## src/rtl/decode_hazard_ctrl.sv

```systemverilog
// Purpose : IF/ID pipeline register plus front-end hazard control (load-use stall,
//           taken-branch flush, data-memory busy hold).
// Latency : control outputs are combinational from state/inputs; IF/ID updates on the next edge.
// Backpressure: mem_busy freezes IF/ID, PC and ID/EX; a load-use hazard stalls IF/ID and PC one cycle.
//
// Ports:
//   clk, reset                       clock, synchronous active-high reset
//   if_pc, if_inst                   fetch-stage PC and instruction word
//   ex_mem_read, ex_rd               load-in-EX indication and its destination register
//   ex_branch_taken                  branch/jump in EX resolved taken
//   mem_busy                         data memory not ready, whole pipe holds
//   pc_write                         PC may load its next value this edge
//   idex_bubble, idex_hold           ID/EX loads zero control / keeps its contents
//   id_pc, id_inst, id_valid         IF/ID register contents
//   stall_count, flush_count         saturating event counters
module decode_hazard_ctrl #(
  parameter int          CNT_W    = 16,
  parameter logic [31:0] NOP_INST = 32'h0000_0013
) (
  input  logic             clk,
  input  logic             reset,
  input  logic [31:0]      if_pc,
  input  logic [31:0]      if_inst,
  input  logic             ex_mem_read,
  input  logic [4:0]       ex_rd,
  input  logic             ex_branch_taken,
  input  logic             mem_busy,
  output logic             pc_write,
  output logic             idex_bubble,
  output logic             idex_hold,
  output logic [31:0]      id_pc,
  output logic [31:0]      id_inst,
  output logic             id_valid,
  output logic [CNT_W-1:0] stall_count,
  output logic [CNT_W-1:0] flush_count
);

  typedef enum logic [1:0] {
    ST_RUN      = 2'd0,
    ST_LU_STALL = 2'd1,
    ST_HOLD     = 2'd2
  } state_t;

  state_t           state_q, state_d;
  logic [31:0]      id_pc_q, id_pc_d;
  logic [31:0]      id_inst_q, id_inst_d;
  logic             id_valid_q, id_valid_d;
  logic [CNT_W-1:0] stall_cnt_q, stall_cnt_d;
  logic [CNT_W-1:0] flush_cnt_q, flush_cnt_d;

  logic             rs1_used, rs2_used, lu_hazard;
  logic             load_ifid, flush_ifid, inc_stall, inc_flush;

  // Source-register usage by opcode class of the instruction held in ID.
  always_comb begin
    rs1_used = 1'b0;
    rs2_used = 1'b0;
    case (id_inst_q[6:0])
      7'b0000011, 7'b0010011, 7'b1100111: rs1_used = 1'b1;      // load, I-ALU, JALR
      7'b0100011, 7'b1100011, 7'b0110011: begin                 // store, branch, R-type
        rs1_used = 1'b1;
        rs2_used = 1'b1;
      end
      default: ;                                                // LUI, AUIPC, JAL, other
    endcase
  end

  // x0 is never a real dependency, so ex_rd==0 cannot cause a stall.
  assign lu_hazard = id_valid_q & ex_mem_read & (ex_rd != 5'd0) &
                     ((rs1_used & (ex_rd == id_inst_q[19:15])) |
                      (rs2_used & (ex_rd == id_inst_q[24:20])));

  // State register.
  always_ff @(posedge clk) begin
    if (reset) begin
      state_q <= ST_RUN;
    end else begin
      state_q <= state_d;
    end
  end

  // Next-state logic. HOLD re-evaluates exactly like RUN once memory frees up.
  always_comb begin
    state_d = state_q;
    if (mem_busy) begin
      state_d = ST_HOLD;
    end else if (ex_branch_taken) begin
      state_d = ST_RUN;
    end else if (state_q == ST_LU_STALL) begin
      state_d = ST_RUN;
    end else if (lu_hazard) begin
      state_d = ST_LU_STALL;
    end else begin
      state_d = ST_RUN;
    end
  end

  // Output logic. In LU_STALL the hazard is ignored: the single bubble already sits in EX.
  always_comb begin
    pc_write    = 1'b1;
    idex_bubble = 1'b0;
    idex_hold   = 1'b0;
    load_ifid   = 1'b0;
    flush_ifid  = 1'b0;
    inc_stall   = 1'b0;
    inc_flush   = 1'b0;
    if (reset) begin
      pc_write    = 1'b0;
      idex_bubble = 1'b1;
    end else if (mem_busy) begin
      pc_write  = 1'b0;
      idex_hold = 1'b1;
    end else if (ex_branch_taken) begin
      idex_bubble = 1'b1;
      flush_ifid  = 1'b1;
      inc_flush   = 1'b1;
    end else if (state_q == ST_LU_STALL) begin
      load_ifid = 1'b1;
    end else if (lu_hazard) begin
      pc_write    = 1'b0;
      idex_bubble = 1'b1;
      inc_stall   = 1'b1;
    end else begin
      load_ifid = 1'b1;
    end
  end

  // IF/ID datapath and saturating counters.
  always_comb begin
    id_pc_d     = id_pc_q;
    id_inst_d   = id_inst_q;
    id_valid_d  = id_valid_q;
    stall_cnt_d = stall_cnt_q;
    flush_cnt_d = flush_cnt_q;
    if (flush_ifid) begin
      id_pc_d    = 32'd0;
      id_inst_d  = NOP_INST;
      id_valid_d = 1'b0;
    end else if (load_ifid) begin
      id_pc_d    = if_pc;
      id_inst_d  = if_inst;
      id_valid_d = 1'b1;
    end
    if (inc_stall && (stall_cnt_q != {CNT_W{1'b1}})) begin
      stall_cnt_d = stall_cnt_q + {{(CNT_W-1){1'b0}}, 1'b1};
    end
    if (inc_flush && (flush_cnt_q != {CNT_W{1'b1}})) begin
      flush_cnt_d = flush_cnt_q + {{(CNT_W-1){1'b0}}, 1'b1};
    end
  end

  always_ff @(posedge clk) begin
    if (reset) begin
      id_pc_q     <= 32'd0;
      id_inst_q   <= NOP_INST;
      id_valid_q  <= 1'b0;
      stall_cnt_q <= '0;
      flush_cnt_q <= '0;
    end else begin
      id_pc_q     <= id_pc_d;
      id_inst_q   <= id_inst_d;
      id_valid_q  <= id_valid_d;
      stall_cnt_q <= stall_cnt_d;
      flush_cnt_q <= flush_cnt_d;
    end
  end

  assign id_pc       = id_pc_q;
  assign id_inst     = id_inst_q;
  assign id_valid    = id_valid_q;
  assign stall_count = stall_cnt_q;
  assign flush_count = flush_cnt_q;

endmodule

```

## config.mk

```make
export PLATFORM = sky130hd
export DESIGN_NAME = decode_hazard_ctrl
export DESIGN_NICKNAME = d
export VERILOG_FILES = /design/src/rtl/decode_hazard_ctrl.sv
export SDC_FILE = /design/constraint.sdc
export NUM_CORES = 1
export LEC_CHECK = 0
export CAP_MARGIN = 20
export CELL_PAD_IN_SITES_DETAIL_PLACEMENT = 1
export CELL_PAD_IN_SITES_GLOBAL_PLACEMENT = 1
export CORE_UTILIZATION = 30
export CTS_BUF_LIST = sky130_fd_sc_hd__clkbuf_16
export DETAILED_ROUTE_END_ITERATION = 6
export GPL_TIMING_DRIVEN = 0
export PLACE_DENSITY_LB_ADDON = 0.1
export RECOVER_POWER = 100
export SYNTH_ARGS = -nofsm -noshare
export SYNTH_HDL_FRONTEND = slang
export SYNTH_SLANG_ARGS = --single-unit
```

## constraint.sdc

```tcl
create_clock -name clk -period 3.9 [get_ports clk]
set_input_delay 0.78 -clock clk [delete_from_list [all_inputs] [get_ports clk]]
set_output_delay 0.78 -clock clk [all_outputs]
set_load 0.01 [all_outputs]
```

**After elaboration in Yosys (flattened, before gate mapping)**

Index checks and enable logic that the tools add are counted.

- Add/sub/neg operators: 2
- Multiplexer cells: 27
- Eq/ne operators: 11
- Reduce and logical (&&, ||, !) cells: 7
- Bitwise operators: 6

Operator list:

| kind | count |
|---|---|
| adder 16 x 1 -> 16 bit, second input constant | 2 |
| inequality test 16 bit, second input constant | 2 |
| two-way mux 1 bit | 26 |
| == test 7 x 6 -> 1 bit, second input constant | 2 |
| == test 7 bit, second input constant | 2 |
| == test 5 bit | 2 |
| == test 7 x 2 -> 1 bit, second input constant | 1 |
| == test 7 x 5 -> 1 bit, second input constant | 1 |
| OR reduction 6 bit | 1 |
| AND 1 bit | 5 |
| nonzero test 5 bit | 1 |
| OR reduction 4 bit | 1 |
| OR reduction 3 bit | 1 |
| == test 2 x 1 -> 1 bit, second input constant | 1 |
| logical AND 1 bit | 2 |
| two-way mux 2 bit | 1 |
| OR reduction 2 bit | 1 |
| OR 1 bit | 1 |

- Bits in registers: 99
- Logic and storage cells: 60
- Bits of input ports: 74

**Longest topological paths before layout**

Gate-level depths: netlist of the first run.

- Depth in word-level cells: 12
- Gate-level depth with buffers: 8
- Mapped depth without buffers: 7

**Least setup slack after synthesis of the first run**

OpenSTA, ideal clock, no wires.

- Path type: in2out
- Start point: input ex_rd[1]
- End point: output pc_write
- Data arrival time: 1.919 ns
- Path slack: 1.201 ns
- Required time: 3.120 ns
- Buffers on the path: 0
- Cell stages on the path: 6
- Cell sequence: or4_1 -> nor2_2 -> nor3_4 -> nand2_1 -> nor2_1 -> nor3_1

- Cells in the longest elaborated chain, start to end: 9

RTL lines:

| element | line | source |
|---|---|---|
| start, declared | 25 | `input logic [4:0] ex_rd,` |
| == test 5 bit, on equally long branches | 70, 71 |  |
| AND 1 bit, on equally long branches | 70, 71 |  |
| OR 1 bit | 70 | `((rs1_used & (ex_rd == id_inst_q[19:15])) \|` |
| AND 1 bit (*) | 69 | `assign lu_hazard = id_valid_q & ex_mem_read & (ex_rd != 5'd0) &` |
| two-way mux 1 bit (*) | 119 | `end else if (lu_hazard) begin` |
| two-way mux 1 bit (*) | 117 | `end else if (state_q == ST_LU_STALL) begin` |
| two-way mux 1 bit (*) | 113 | `end else if (ex_branch_taken) begin` |
| two-way mux 1 bit (*) | 110 | `end else if (mem_busy) begin` |
| two-way mux 1 bit (*) | 107 | `if (reset) begin` |
| end, declared | 28 | `output logic pc_write,` |

Every way passes the cells marked *; elsewhere a longest branch is shown, timed or not.

**Worst setup path after layout of the first run**

- Start point: input ex_branch_taken
- End point: output idex_bubble

- Cells in the longest elaborated chain, start to end: 3

RTL lines:

| element | line | source |
|---|---|---|
| start, declared | 26 | `input logic ex_branch_taken,` |
| two-way mux 1 bit | 113 |  |
| two-way mux 1 bit | 110 |  |
| two-way mux 1 bit | 107 |  |
| end, declared | 29 | `output logic idex_bubble,` |

No other way between the ends.

==> results of run 1 <==
==> worst max-delay path, stage by stage <==
cell             delay, ns
dlygate4sd3_1         0.59
nor2b_1               0.19
nor2_1                0.21
clkbuf_2              0.28
clkbuf_2              0.27
o21ai_0               0.11
clkdlybuf4s50_1       0.52
==> flip-flops by register name, indices dropped and copies added (netlist names) <==
name         flops
flush_count     16
id_inst         32
id_pc           32
id_valid         1
stall_count     16
state_q          2
==> what timing repair did <==
item | 4_1_cts | 5_1_grt
pin swaps | 0 | 0
buffers inserted | 0 | 0
endpoints found under the setup margin | 1 | 1
gates resized for setup | 2 | 2
==> cell usage after synthesis (2+ instances only) <==
cell and count:
nand2_1 139, dfxtp_1 99, o21ai_0 45, o21ai_1 24
nor2_1 23, clkbuf_1 18, xnor2_1 17, nand3_1 14
a21oi_1 12, nand4_1 9, xor2_1 9, nor3_1 8
or3_1 8, and3_1 7, buf_4 5, inv_1 5
nor4_1 5, or4_1 5, buf_2 4, mux2i_1 4
nor2b_1 4, o31ai_1 4, and4_1 2, ha_1 2
nand2b_1 2
==> how the worst max path moves through the flow <==
stage / from / to / slack (ns)
6_report: ex_branch_taken / idex_bubble / 0.16
2_1_floorplan: ex_rd[1] / pc_write / 1.20
3_3_place_gp: reset / idex_bubble / -0.24
5_1_grt: ex_branch_taken / idex_bubble / 0.01
3_5_place_dp: reset / idex_bubble / -0.18
4_1_cts: reset / idex_bubble / 0.1
==> power breakdown <==
group          leakage, nW  internal [mW]  switching [mW]
Sequential           0.805           1.04          0.0192
Combinational         1.48          0.136           0.109
Clock                0.143          0.483           0.361
==> layout by cell type, fill, tap and decap left out, types with 13 or more instances in the layout <==
cell | synthesis | routed
nor2_1 | 23 | 23
nand2_1 | 139 | 139
clkbuf_1 | 18 | 18
o21ai_0 | 45 | 59
clkdlybuf4s50_1 | 0 | 74
xnor2_1 | 17 | 17
dlygate4sd3_1 | 0 | 99
nand3_1 | 14 | 14
dfxtp_1 | 99 | 99
a21oi_1 | 12 | 13
==> kinds of logic (layout without fill, tap and decap cells) <==
| family | Yosys count | in the layout |
|---|---|---|
| and+or+nand+nor | 234 | 234 |
| DFF | 99 | 99 |
| AOI/OAI and AO/OA | 95 | 95 |
| buffers and inverters | 32 | 220 |
| xor gates and xnor gates | 26 | 26 |
| muxes | 5 | 5 |
| adders and majority gates | 2 | 2 |
==> routing by layer <==
| metal | track usage [%] | vias to the layer above |
|---|---|---|
| met5 | 0 | - |
| met4 | 6.09 | 0 |
| met3 | 5.14 | 14 |
| met2 | 32.3 | 102 |
| met1 | 24.4 | 1902 |
| li1 | - | 2043 |
==> layout make-up <==
| cell class | instances | area share, % |
|---|---|---|
| clock inverters | 6 | 0.805 |
| plain buffers | 27 | 1.85 |
| multi-input cells | 362 | 30.2 |
| well taps | 172 | 3.46 |
| inverters | 5 | 0.302 |
| repair buffers | 173 | 27.8 |
| flip-flops and latches | 99 | 31.9 |
| clock buffers | 9 | 3.62 |
==> metrics.csv, run 1 <==
metric,value,unit
fin_crit,3.74,ns
syn2layout_area_growth,54.3,%
diodes,0,
routed_wl,13200,µm
whs_path_depth,2,
cts.sinks,99,
route.met2.wl,6330,µm
vdd_drop_max,0.216,mV
wl_per_cell,15.5,µm
power_leakage,2.43,nW
syn_avg_cell_area,8.17,µm²
ant_nets,0,
synth_compound_area_share,13.2,%
synth.area.top_cells,"dfxtp_1 49%, nand2_1 13%, o21ai_0 5.6%",
yosysTopAreaCell,dfxtp_1,
netlist_area,4030,µm²
die_y,118,µm
drv_cap,0,
worstPathRequired,3.12,ns
fp.coreArea,12900,µm²
synth_top_family_by_area,simple AND/OR/NAND/NOR gates,
cts-hold-fix-buffers,0,
drc_errors,0,
reg2regPathDepth,8,
start_util,31.3,%
dpl.hpwl,10000,µm
dpl_cell_area,5980,µm²
cts.reportedPaths.clkPinSlew,0.06,ns
crit_fanout,10,
synth_top_area_share,49.2,%
drt_iter0_markers,98,
min_from,id_pc[15]$_SDFFE_PP0P_,
hold_ws,0.449,ns
multi_input_area,1880,µm²
rsz0062_at_grt,false,
finalMaxSlewViolations,0,
syn_nets,569,
fmax,0.267,GHz
fin_cells,853,
yosysSeqAreaShare,49.2,%
synth-seq-cells,99,
cts-htree-levels,3,
final_area,6220,µm²
drt_pass1_iterations,4,
critPathCaptureType,output pin,
top_layer_used,met4,
vias_per_cell,4.76,
place.gp.congestion,0.805,
die_area,13900,µm²
synth_cells,493,
hold_end,id_pc[15]$_SDFFE_PP0P_,
setup_violations,0,
skew,0.00335,ns
grt_max_degree,15,
grt_pass1_vias,4158,
placed_cells,838,
hold_viol,0,
cts_tree,yes,
dp_slack,-0.176,ns
cts_buffer_depth,2,
met1_length,6100,µm
yosys_warnings,0,
critPathKind,primary input to output pin,
finalCritPeriodShare,96.0,%
die_x,118,µm
synth_fa_ha_area_share,0.621,%
arrival,2.96,ns
num_rows,41,
tightest_slew,0.842,ns
utilization,48.3,%
wl_met3,592,µm
synth-edff-count,0,
grt_pass1_wl,21500,µm
antenna_found_initial,0,
synth-xor-area-share,5.65,%
power.total,2.15,mW
port_buffers,173,
overflow,0,
seq_area,1980,µm²
reg2reg_slack,1.25,ns
synthMuxAreaShare,1.27,%
synthArstFlopShare,0,%
worstReg2RegEnd,id_pc[11]$_SDFFE_PP0P_,
fill_cells,1549,
finalSetupTns,0,ns
relSlewSlack,43.9,%
cts_made_buffers,9,
synth-simple-area-share,26.5,%
vias,4061,
hp-class,flip-flop to flip-flop,
layout-drive-gt1-share,3.82,%
outcome,"finished, final reports clean",
worstSkewPairLatency,0.34,ns
grt_usage,19.4,%
synth_ff_type,dfxtp_1,
worst_slack,0.158,ns
power_density,346,nW/µm²
top_level_ports,174,
reg2reg_from,id_inst[21]$_SDFFE_PP0P_,
critPathLaunchType,primary input,
nets,753,
cts_root_buf,clkbuf_16,
yosysUniqueCellTypes,44,
Note: power is estimated with default switching activity, not from simulation.
==> inputs of run 2 (changes only) <==
- CELL_PAD_IN_SITES_DETAIL_PLACEMENT: 1 -> not set
- CELL_PAD_IN_SITES_GLOBAL_PLACEMENT: 1 -> not set
- CORE_UTILIZATION: 30 -> 42
- PLACE_DENSITY: not set -> 0.8
- PLACE_DENSITY_LB_ADDON: 0.1 -> not set
==> run 2 against run 1 <==
Compared with the run above: first-iteration DRC count increased by 73%; die area decreased by 28%; final cell count down 5.0%; combinational power is essentially flat; global-route usage rose by 4.7 points; clock power rose by 8.1%; worst setup slack better by 0.036 ns.
==> metrics.csv, run 2 (synthesized netlist as in run 1, its figures left out) <==
metric,value,unit,change
cts.reportedPaths.clkPinSlew,0.07,ns,about the same
finalMaxSlewViolations,0,,unchanged
final_common_cell,nand2_1,,
start_util,43.4,%,+12 points
critPathLaunchType,primary input,,
reg2reg_slack,1.31,ns,+0.06 ns
setup_violations,0,,unchanged
rsz0062_at_grt,false,,
vias,4091,,+0.74%
overflow,0,,unchanged
vdd_drop_max,0.233,mV,+7.8%
routed_wl,11700,µm,-12%
crit_end,idex_bubble,,
top_level_ports,174,,unchanged
syn2layout_area_growth,53.6,%,
reg2reg_from,id_inst[21]$_SDFFE_PP0P_,,
relSlewSlack,43.4,%,-0.47 points
dpl.hpwl,8870,µm,-12%
antenna_found_initial,0,,unchanged
cts_made_buffers,9,,unchanged
post_cts_buffers,0,,unchanged
grt_usage,24.1,%,+4.7 points
ant_nets,0,,unchanged
wl_per_cell,14.4,µm,-6.9%
grt_max_degree,19,,+4
tightest_slew,0.849,ns,+0.00698 ns
critPathCaptureType,output pin,,
die_y,100,µm,-15%
utilization,66.7,%,+18 points
diodes,0,,unchanged
power_density,358,nW/µm²,+3.5%
worst_slack,0.193,ns,+0.0360 ns
hold_ws,0.445,ns,-0.00428 ns
fmax,0.270,GHz,+0.97%
hp-class,flip-flop to flip-flop,,
num_rows,35,,-15%
cts-htree-levels,3,,unchanged
hold_viol,0,,unchanged
critPathKind,primary input to output pin,,
dp_slack,-0.188,ns,-0.0127 ns
arrival,2.93,ns,-0.03 ns
port_buffers,173,,unchanged
worstSkewPairLatency,0.33,ns,about the same
finalCritPeriodShare,95.0,%,-0.92 points
final_cell_mix,"139 x nand2_1, 99 x dfxtp_1, 98 x dlygate4sd3_1",,
drt_iter0_markers,170,,+73%
fin_cells,810,,-5.0%
layout-drive-gt1-share,3.52,%,-0.29 points
drc_errors,0,,unchanged
grt_pass1_wl,19200,µm,-11%
die_area,9990,µm²,-28%
reg2regPathDepth,8,,unchanged
cts_buffer_depth,2,,unchanged
die_x,100,µm,-15%
crit_fanout,13,,+3
drt_pass1_iterations,4,,unchanged
vias_per_cell,5.05,,+6.1%
drv_cap,0,,unchanged
placed_cells,795,,-5.1%
worstReg2RegEnd,id_inst[23]$_SDFFE_PP0P_,,
nets,752,,-0.13%
grt_pass1_vias,3970,,-4.5%
finalSetupTns,0,ns,unchanged
fin_crit,3.71,ns,-0.0360 ns
place.gp.congestion,0.883,,+9.7%
cts.sinks,99,,unchanged
worstPathRequired,3.12,ns,about the same
outcome,"finished, final reports clean",,
cts_tree,yes,,
skew,0.0107,ns,+0.00732 ns
cts_root_buf,clkbuf_16,,
fp.coreArea,9280,µm²,-28%
crit_path_start,reset,,
power_leakage,2.42,nW,-0.56%
[run 2: cell count changes in the layout (fill, tap and decap cells not counted), sizes merged]
cell	delta
clkinv	-1
clkbuf	+2
inv	+2
dlygate4sd3	-1
buf	-2
[run 2: through the flow]
step,power [mW],area [µm²]
3_3_place_gp,1.34,5920
3_5_place_dp,1.34,5920
2_1_floorplan,1.17,4030
5_1_grt,2.30,6190
4_1_cts,2.25,6230
6_report,2.21,6190
[run 2: worst max-delay path, cell delays in order]
cell and delay, ns:
clkdlybuf4s50_1 0.62, nor2_1 0.30, clkbuf_2 0.28, clkbuf_2 0.29, o21ai_0 0.15, clkdlybuf4s50_1 0.50
[run 2: final cells by class]
| cell class | instances | area, µm² |
|---|---|---|
| Sequential cell | 99 | 1980 |
| Fill cell | 777 | 3100 |
| Multi-Input combinational cell | 362 | 1890 |
| Tap cell | 129 | 161 |
| Clock buffer | 9 | 225 |
| Clock inverter | 7 | 81.3 |
| Inverter | 5 | 18.8 |
| Buffer | 26 | 103 |
| Timing Repair Buffer | 173 | 1730 |
[run 2: how the worst min path moves through the flow]
stage / endpoint / cells after the start / start
floorplan: id_inst[25]$_SDFFE_PP0P_ / 2 / id_inst[25]$_SDFFE_PP0P_
global placement: id_pc[6]$_SDFFE_PP0P_ / 2 / id_pc[6]$_SDFFE_PP0P_
detailed placement: id_pc[9]$_SDFFE_PP0P_ / 2 / id_pc[9]$_SDFFE_PP0P_
CTS: id_pc[9]$_SDFFE_PP0P_ / 2 / id_pc[9]$_SDFFE_PP0P_
global route: id_pc[9]$_SDFFE_PP0P_ / 2 / id_pc[9]$_SDFFE_PP0P_
finish: id_pc[9]$_SDFFE_PP0P_ / 2 / id_pc[9]$_SDFFE_PP0P_
[run 2: layer usage]
| layer | global-route usage [%] | up-vias | wire (µm) | part of all wire, % |
|---|---|---|---|---|
| met4 | 9.39 | 0 | 267 | 2.3 |
| met5 | 0 | - | 0 | 0 |
| li1 | - | 2043 | - | - |
| met2 | 41.2 | 125 | 5760 | 49 |
| met1 | 29.6 | 1901 | 5040 | 43 |
| met3 | 5.29 | 22 | 593 | 5.1 |
[run 2: where the power goes]
| group | switching [mW] | internal, mW |
|---|---|---|
| clock | 0.403 | 0.509 |
| combinational | 0.107 | 0.135 |
| sequential | 0.0190 | 1.04 |
[run 2: what timing repair did]
item | 4_1_cts | 5_1_grt
pin swaps | 0 | 1
resized for setup | 2 | 3
hold buffers | 0 | 0
setup endpoints to repair | 1 | 2
